$ cat src/rtl/dlfloat16_pkg.sv
// -----------------------------------------------------------------------------
// dlfloat16_pkg
// Shared DLFloat16 format constants and the unpacked-operand helper. Both the
// unpack unit and the downstream rounder import this package, so the unpacked
// layout {sign, exp, hidden, frac, grs} is defined here exactly once.
// -----------------------------------------------------------------------------
package dlfloat16_pkg;

    localparam int EXP_W  = 6;
    localparam int FRAC_W = 9;
    localparam int BIAS   = 31;
    localparam int GRS_W  = 3;

    // Packed operand width: sign + exponent + fraction.
    localparam int OP_W   = 1 + EXP_W + FRAC_W;
    // Unpacked operand width: sign + exponent + hidden + fraction + grs (= 20).
    localparam int UNP_W  = 1 + EXP_W + 1 + FRAC_W + GRS_W;

    // Magnitude field of the single NaN/infinity encoding (exp and frac all ones).
    localparam logic [EXP_W+FRAC_W-1:0] NANINF_MAG = 15'h7FFF;
    // Masks the sign off a packed operand.
    localparam logic [OP_W-1:0]         MAG_MASK   = 16'h7FFF;

    // Builds the rounder input format. Exponent stays biased; grs starts cleared.
    function automatic logic [UNP_W-1:0] unpack_fmt(input logic [OP_W-1:0] op,
                                                    input logic            hidden);
        return {op[OP_W-1:FRAC_W], hidden, op[FRAC_W-1:0], {GRS_W{1'b0}}};
    endfunction

endpackage

$ cat src/rtl/dlfloat16_classify.sv
// -----------------------------------------------------------------------------
// dlfloat16_classify
// Purely combinational operand classifier.
//   op        in   packed DLFloat16 operand {sign, exp, frac}
//   is_zero   out  magnitude is zero (+/-0)
//   is_naninf out  magnitude is the NaN/infinity encoding
//   hidden    out  implicit leading one; every non-zero encoding is normal
// -----------------------------------------------------------------------------
module dlfloat16_classify
    import dlfloat16_pkg::*;
(
    input  logic [OP_W-1:0] op,
    output logic            is_zero,
    output logic            is_naninf,
    output logic            hidden
);

    // Sign is masked rather than sliced off so the whole operand feeds the compare.
    logic [OP_W-1:0] mag;

    assign mag       = op & MAG_MASK;
    assign is_zero   = (mag == '0);
    assign is_naninf = (mag == {1'b0, NANINF_MAG});
    // No subnormals in this format: exp == 0 with a non-zero fraction is normal.
    assign hidden    = !is_zero;

endmodule

$ cat src/rtl/dlfloat16_unpack_unit.sv
// -----------------------------------------------------------------------------
// dlfloat16_unpack_unit
// Two-stage valid/ready pipeline that classifies a DLFloat16 operand and
// expands it into the rounder input format.
//   clk, rst    clock; asynchronous active-high reset
//   in_valid    in_data valid          in_ready   unit accepts in_data
//   in_data     {sign, exp, frac}
//   out_valid   out_* valid            out_ready  consumer accepts out_*
//   out_data    {sign, exp, hidden, frac, grs}
//   out_zero    operand is +/-0        out_naninf operand is NaN/infinity
//   occupancy   operands held in the pipeline (0..2)
//   accept_cnt  free-running count of accepted operands (wraps)
// S1 holds the raw operand plus its classification; S2 is the output register.
// -----------------------------------------------------------------------------
module dlfloat16_unpack_unit
    import dlfloat16_pkg::*;
#(
    parameter int CNT_W = 16
) (
    input  logic              clk,
    input  logic              rst,
    input  logic              in_valid,
    output logic              in_ready,
    input  logic [OP_W-1:0]   in_data,
    output logic              out_valid,
    input  logic              out_ready,
    output logic [UNP_W-1:0]  out_data,
    output logic              out_zero,
    output logic              out_naninf,
    output logic [1:0]        occupancy,
    output logic [CNT_W-1:0]  accept_cnt
);

    logic            cls_zero;
    logic            cls_naninf;
    logic            cls_hidden;

    logic            s1_valid;
    logic [OP_W-1:0] s1_data;
    logic            s1_zero;
    logic            s1_naninf;
    logic            s1_hidden;

    logic            s2_load;
    logic            s1_load;
    logic            in_fire;

    dlfloat16_classify u_classify (
        .op        (in_data),
        .is_zero   (cls_zero),
        .is_naninf (cls_naninf),
        .hidden    (cls_hidden)
    );

    // S2 (the output register) is free when empty or being drained this cycle.
    assign s2_load  = !out_valid || out_ready;
    // S1 is free when empty or handing its operand to S2 this cycle.
    assign s1_load  = !s1_valid || s2_load;
    // Depends only on state, out_ready and rst, never on in_valid.
    assign in_ready = !rst && s1_load;
    assign in_fire  = in_valid && in_ready;

    always_ff @(posedge clk or posedge rst) begin
        if (rst) begin
            s1_valid  <= 1'b0;
            s1_data   <= '0;
            s1_zero   <= 1'b0;
            s1_naninf <= 1'b0;
            s1_hidden <= 1'b0;
        end else if (s1_load) begin
            s1_valid <= in_valid;
            if (in_valid) begin
                s1_data   <= in_data;
                s1_zero   <= cls_zero;
                s1_naninf <= cls_naninf;
                s1_hidden <= cls_hidden;
            end
        end
    end

    always_ff @(posedge clk or posedge rst) begin
        if (rst) begin
            out_valid  <= 1'b0;
            out_data   <= '0;
            out_zero   <= 1'b0;
            out_naninf <= 1'b0;
        end else if (s2_load) begin
            out_valid <= s1_valid;
            // Payload is left untouched when S1 is empty; out_valid alone marks it stale.
            if (s1_valid) begin
                out_data   <= unpack_fmt(s1_data, s1_hidden);
                out_zero   <= s1_zero;
                out_naninf <= s1_naninf;
            end
        end
    end

    always_ff @(posedge clk or posedge rst) begin
        if (rst) begin
            accept_cnt <= '0;
        end else if (in_fire) begin
            accept_cnt <= accept_cnt + 1'b1;
        end
    end

    assign occupancy = {1'b0, s1_valid} + {1'b0, out_valid};

endmodule

$ cat config.mk
export PLATFORM = sky130hd
export DESIGN_NAME = dlfloat16_unpack_unit
export DESIGN_NICKNAME = d
export VERILOG_FILES = /design/src/rtl/dlfloat16_pkg.sv /design/src/rtl/dlfloat16_classify.sv /design/src/rtl/dlfloat16_unpack_unit.sv
export SDC_FILE = /design/constraint.sdc
export NUM_CORES = 1
export LEC_CHECK = 0
export CAP_MARGIN = 20
export CORE_MARGIN = 5
export CORE_UTILIZATION = 40
export DETAILED_ROUTE_END_ITERATION = 10
export PLACE_DENSITY = 0.72
export SYNTH_ARGS = -nofsm -noshare
export SYNTH_HDL_FRONTEND = slang
export SYNTH_HIERARCHICAL = 1
export SYNTH_SLANG_ARGS = --single-unit
$ cat constraint.sdc
create_clock -name clk -period 2 [get_ports clk]
set_input_delay 0.2 -clock clk [delete_from_list [all_inputs] [get_ports clk]]
set_output_delay 0.2 -clock clk [all_outputs]
set_load 0.02 [all_outputs]
# After elaboration in Yosys (flattened, before gate mapping)
# Cells that the tools add are included.
[word_totals]
reg_bits = 56
in_bits = 20
output_inout_bits = 42
word_cells = 24
[op_classes]
addsub = 2
eq_ne = 1
reduce_logical = 11
[ops]
columns = ["op", "n"]
rows = [
  ["16-bit by 1-bit adder with 16-bit output (second input constant)", 1],
  ["16-bit logical NOT", 1],
  ["15-bit == test (second input constant)", 1],
  ["1-bit logical NOT", 4],
  ["2-bit AND reduction", 2],
  ["1-bit by 1-bit adder with 2-bit output", 1],
  ["1-bit logical AND", 2],
  ["1-bit logical OR", 2],
]

# Logic depth before layout (Yosys ltp)
[depth]
word_depth = 5
mapped_depth = 6
ltp_nobuf = 4

# Modules after synthesis
# Netlist, hierarchy kept.
[by_module_without_submodules]
columns = ["mod", "n_inst", "cells_each", "area_per_inst_um2", "seq_area_each_um2"]
rows = [
  ["dlfloat16_unpack_unit", 1, 152, 2311.0, 1401.3],
  ["dlfloat16_classify", 1, 11, 75.1, 0.0],
]

# Worst setup path before layout
# No wires, ideal clock.
[synth_timing]
path_type = "reg2reg"
start = "register out_valid"
end = "register s1_data[10]"
setup_ns = 0.125
arrival_ns = 1.483
t_required_ns = 1.875
slack_ns = 0.392
stages_incl_launch_ff = 7
n_path_buf = 3
synth_period_minus_slack_ns = 1.608
cell_sequence = "dfrtp_1 and3b_1 buf_6 nand2b_4 buf_6 buf_6 mux2_4"
[synth_via]
elab_chain_len = 4
[synth_rtl]
columns = ["element", "line", "source"]
rows = [
  ["start: declaration", "dlfloat16_unpack_unit.sv:25", "output logic out_valid,"],
  ["start signal: assignment", "dlfloat16_unpack_unit.sv:88", "out_valid <= s1_valid;"],
  ["1-bit logical NOT", "dlfloat16_unpack_unit.sv:56", "assign s2_load = !out_valid || out_ready;"],
  ["1-bit logical OR", "dlfloat16_unpack_unit.sv:56", ""],
  ["1-bit logical OR", "dlfloat16_unpack_unit.sv:58", "assign s1_load = !s1_valid || s2_load;"],
  ["2-bit AND reduction (no source line)", "-", ""],
  ["end signal: assignment", "dlfloat16_unpack_unit.sv:73", "s1_data <= in_data;"],
  ["end: declaration", "dlfloat16_unpack_unit.sv:39", "logic [OP_W-1:0] s1_data;"],
]
# Every way passes these cells.
# A chain may end at the register's enable or synchronous reset.

# Worst setup path after layout
[layout_timing]
start = "register out_valid"
end = "output port occupancy[0]"
[layout_via]
elab_chain_len = 1
[layout_rtl]
columns = ["element", "line", "source"]
rows = [
  ["1-bit by 1-bit adder with 2-bit output", "dlfloat16_unpack_unit.sv:106", "assign occupancy = {1'b0, s1_valid} + {1'b0, out_valid};"],
  ["end: declaration", "dlfloat16_unpack_unit.sv:30", "output logic [1:0] occupancy,"],
]
# Every way passes these cells.

==> summary.md <==
| Metric | Value |
|---|---|
| Status | finished, final reports clean |
| Worst Setup Start Kind | flip-flop |
| Final WL | around 4.6 mm |
| Synth top area share | around three fifths |
| CTS tree | yes |
| Setup TNS | 0 ns |
| Int Pwr | 2.167 mW |
| Gate power share | between 20 and 30% |
| CTS sink cnt | between 50 and 60 |
| Share of cells above drive strength 1 | between 20 and 30% |
| Commonest non-fill, non-tap cell in the layout | clkdlybuf4s50_1 |
| Largest net degree at the start of global routing | 37 |
| Leakage power | 1.331 nW |
| Slowest-stage cell, CP | clkdlybuf4s50_1 |
| PwrDens | 964.2 nW/um^2 |
| Core Util, Final | a little over half |
| Clk buf depth | 2 |
| Ant. Diodes | 0 |
| Top cells by area, synth | dfrtp_1 59%, mux2_2 14%, mux2_4 6.3% |
| Unrepaired setup endpoints after global routing | no |
| Critical Path Source | out_valid$_DFFE_PP0P_ |
| Vias in the first global route | about 1500 |
| Required time worst endpoint | around 1.8 ns |
| Die height | approximately 87 um |
| First-pass GRT wire length | about 7.5 mm |
| Layout area overhead | 32.72% |
| Antenna violations before repair | 0 |
| Initial Util | 40.78% |
| Max Slew Vio Count | 0 |
| Clock power share | 24.1% |
| DR DRC count | 0 |
| Final Hold Vio Count | 0 |
| DRT iter0 DRCs | 56 |
| Gpl congestion | 0.7503 |
| Max-cap check violation count | 0 |
| Share of power burned in registers | 47.3% |
| Nets | ~250 |
| Drt wl/cell | between 15 and 20 um |
| Clock Pin Slew Worst Setup and Hold Paths | roughly 0.10 ns |
| Register Area | 1401 um^2 |
| Worst path cell trace | ha_1 -> clkdlybuf4s50_1 |
| Footprint of the multi-input gates | around 930 um^2 |
| Vias per cell | roughly 4.8 |
| Syn Area/Cell | between 10 and 15 um^2 |
| Max Clock Skew | between 0.006 and 0.007 ns |
| H-tree lvl count | 2 |
| Max Freq | 550.5 MHz |
| Clk Latency, worst-skew pair | 0.30 ns |
| CP peak stage delay | 0.59 ns |
| Worst min-delay path class | in -> async |
| Psw | about 890 uW |
| Syn Inst Count | approximately 160 |
| Global route overflow | 0 |
| Row count | 28 |
| Die Width | a little under 90 um |
| Final min period | about 1.8 ns |
| R2R depth | 3 |
| Drt first pass iters | 4 |
| Largest regs | out_data x17, accept_cnt x16, s1_data x16 |
| #FFs+latches synth | 56 |
| Biggest area consumer among synthesized cells | dfrtp_1 |
| Max reg flops | 17 |
| Total track usage | around 13% |
| Synth Warn # | 6 |
| Most frequent cells in the layout | 57 x clkdlybuf4s50_1, 56 x dfrtp_1, 29 x mux2_2, 14 x xnor2_1, 10 x mux2_4 |
| Setup CP Type | reg -> out |
| Port Buf Inserts | 58 |
| Antenna-violating nets left | 0 |
| Number of distinct library cells after synthesis | 28 |
| R2r endpoint | s1_data[0]$_DFFE_PP0P_ |
| Critical Path End | occupancy[0] |
| CTS root buf | clkbuf_8 |
| Fillers | around 500 |
| Reg2reg start | out_valid$_DFFE_PP0P_ |
| Seq/Total Area, Yosys | around 59% |
| Core footprint | roughly 5900 um^2 |
| VDD IR max | roughly 0.00064 V |
| DIE AREA | 7610 um^2 |
| Hpwl dp | around 3.4 mm |
| Net Sw Frac | between 20 and 30% |
| Crit. End Element | primary output |
| IO Pins | a little over 60 |
| Final Cycle Share | between 90% and 100% |
| Total number of vias | 1467 |
| CTS buffer count | 5 |
| Arr. time, crit path | ~1.6 ns |
| Mapped cell area | 2386 um^2 |
| Most flops, register | out_data |
| Register-to-Register Setup Slack | 0.33 ns |
| Final setup viols | 0 |
| Critical path peak fanout | 4 |
metal layers:
metal / routed length, um / GRT usage, %
met5: 0 / 0
met4: 43 / 3.905
met3: 247 / 3.406
met2: 2293 / 20.77
met1: 1993 / 16.49
through the flow:
stage,hold WS [ns],instances,cell area (um^2),power (mW),setup WS (ns)
after CTS,0.3679,303,3164,3.100,0.01683
after floorplan,0.3121,165,2394,1.936,0.3919
after detailed placement,0.4870,295,3049,2.357,0.05498
after global placement,0.4641,295,3049,2.338,0.1067
after global routing,0.3976,303,3167,3.222,0.1164
final,0.3667,303,3167,3.053,0.1835
synthesized netlist by cell type (all sizes together):
cell type / instances
and2: 1
and3b: 1
nor3: 1
mux2: 39
nand4b: 1
inv: 1
nand2b: 3
nand2: 6
nand3: 7
xnor2: 14
nor3b: 1
nor4b: 1
nor4: 4
and3: 1
and4: 4
xor2: 1
buf: 7
ha: 2
nor2: 2
dfrtp: 56
nand4: 8
conb: 1
or2: 1
cells by family after synthesis:
family | Yosys count | synth area share (%)
buffers and inverters | 8 | 2.726
adders and majority gates | 2 | 1.049
xor gates and xnor gates | 15 | 5.506
DFF | 56 | 58.73
and+or+nand+nor | 42 | 11.85
other | 1 | 0.1572
muxes | 39 | 19.98
power by group through the flow:
stage	Combinational [mW]	Clock (mW)	Sequential [mW]
finish	0.871	0.737	1.45
global route	0.928	0.815	1.48
CTS	0.886	0.763	1.45
detailed placement	0.883	0	1.47
global placement	0.872	0	1.47
floorplan	0.318	0	1.62
worst max-delay path, delay by kind of cell, from the launching register on:
family | cells | cell delay [ns]
fa+ha+maj | 1 | 0.29
flops | 1 | 0.44
buf+inv | 1 | 0.59
repair_timing:
item / 4_1_cts / 5_1_grt
setup endpoints to repair: 0 / 1
hold buffers: 0 / 0
resized for setup: 0 / 1
setup buffers: 0 / 0
how the worst min path moves through the flow:
stage                                    start                         end  cells past startpoint
finish                                     rst     s1_data[11]$_DFFE_PP0P_                      3
global route                               rst     s1_data[12]$_DFFE_PP0P_                      3
CTS                                        rst    out_data[18]$_DFFE_PP0P_                      3
detailed placement  accept_cnt[15]$_DFFE_PP0P_  accept_cnt[15]$_DFFE_PP0P_                      1
global placement    accept_cnt[15]$_DFFE_PP0P_  accept_cnt[15]$_DFFE_PP0P_                      1
floorplan                             in_valid        s1_valid$_DFFE_PP0P_                      1
final cells by class:
class / count / share of cell area, %
inverter: 1 / 0.1185
timing repair buffer: 62 / 19.76
sequential: 56 / 44.25
multi-input combinational: 101 / 29.28
clock inverter: 3 / 1.462
clock buffer: 5 / 2.173
tap: 75 / 2.963
Note: power is estimated with default switching activity, not from simulation.
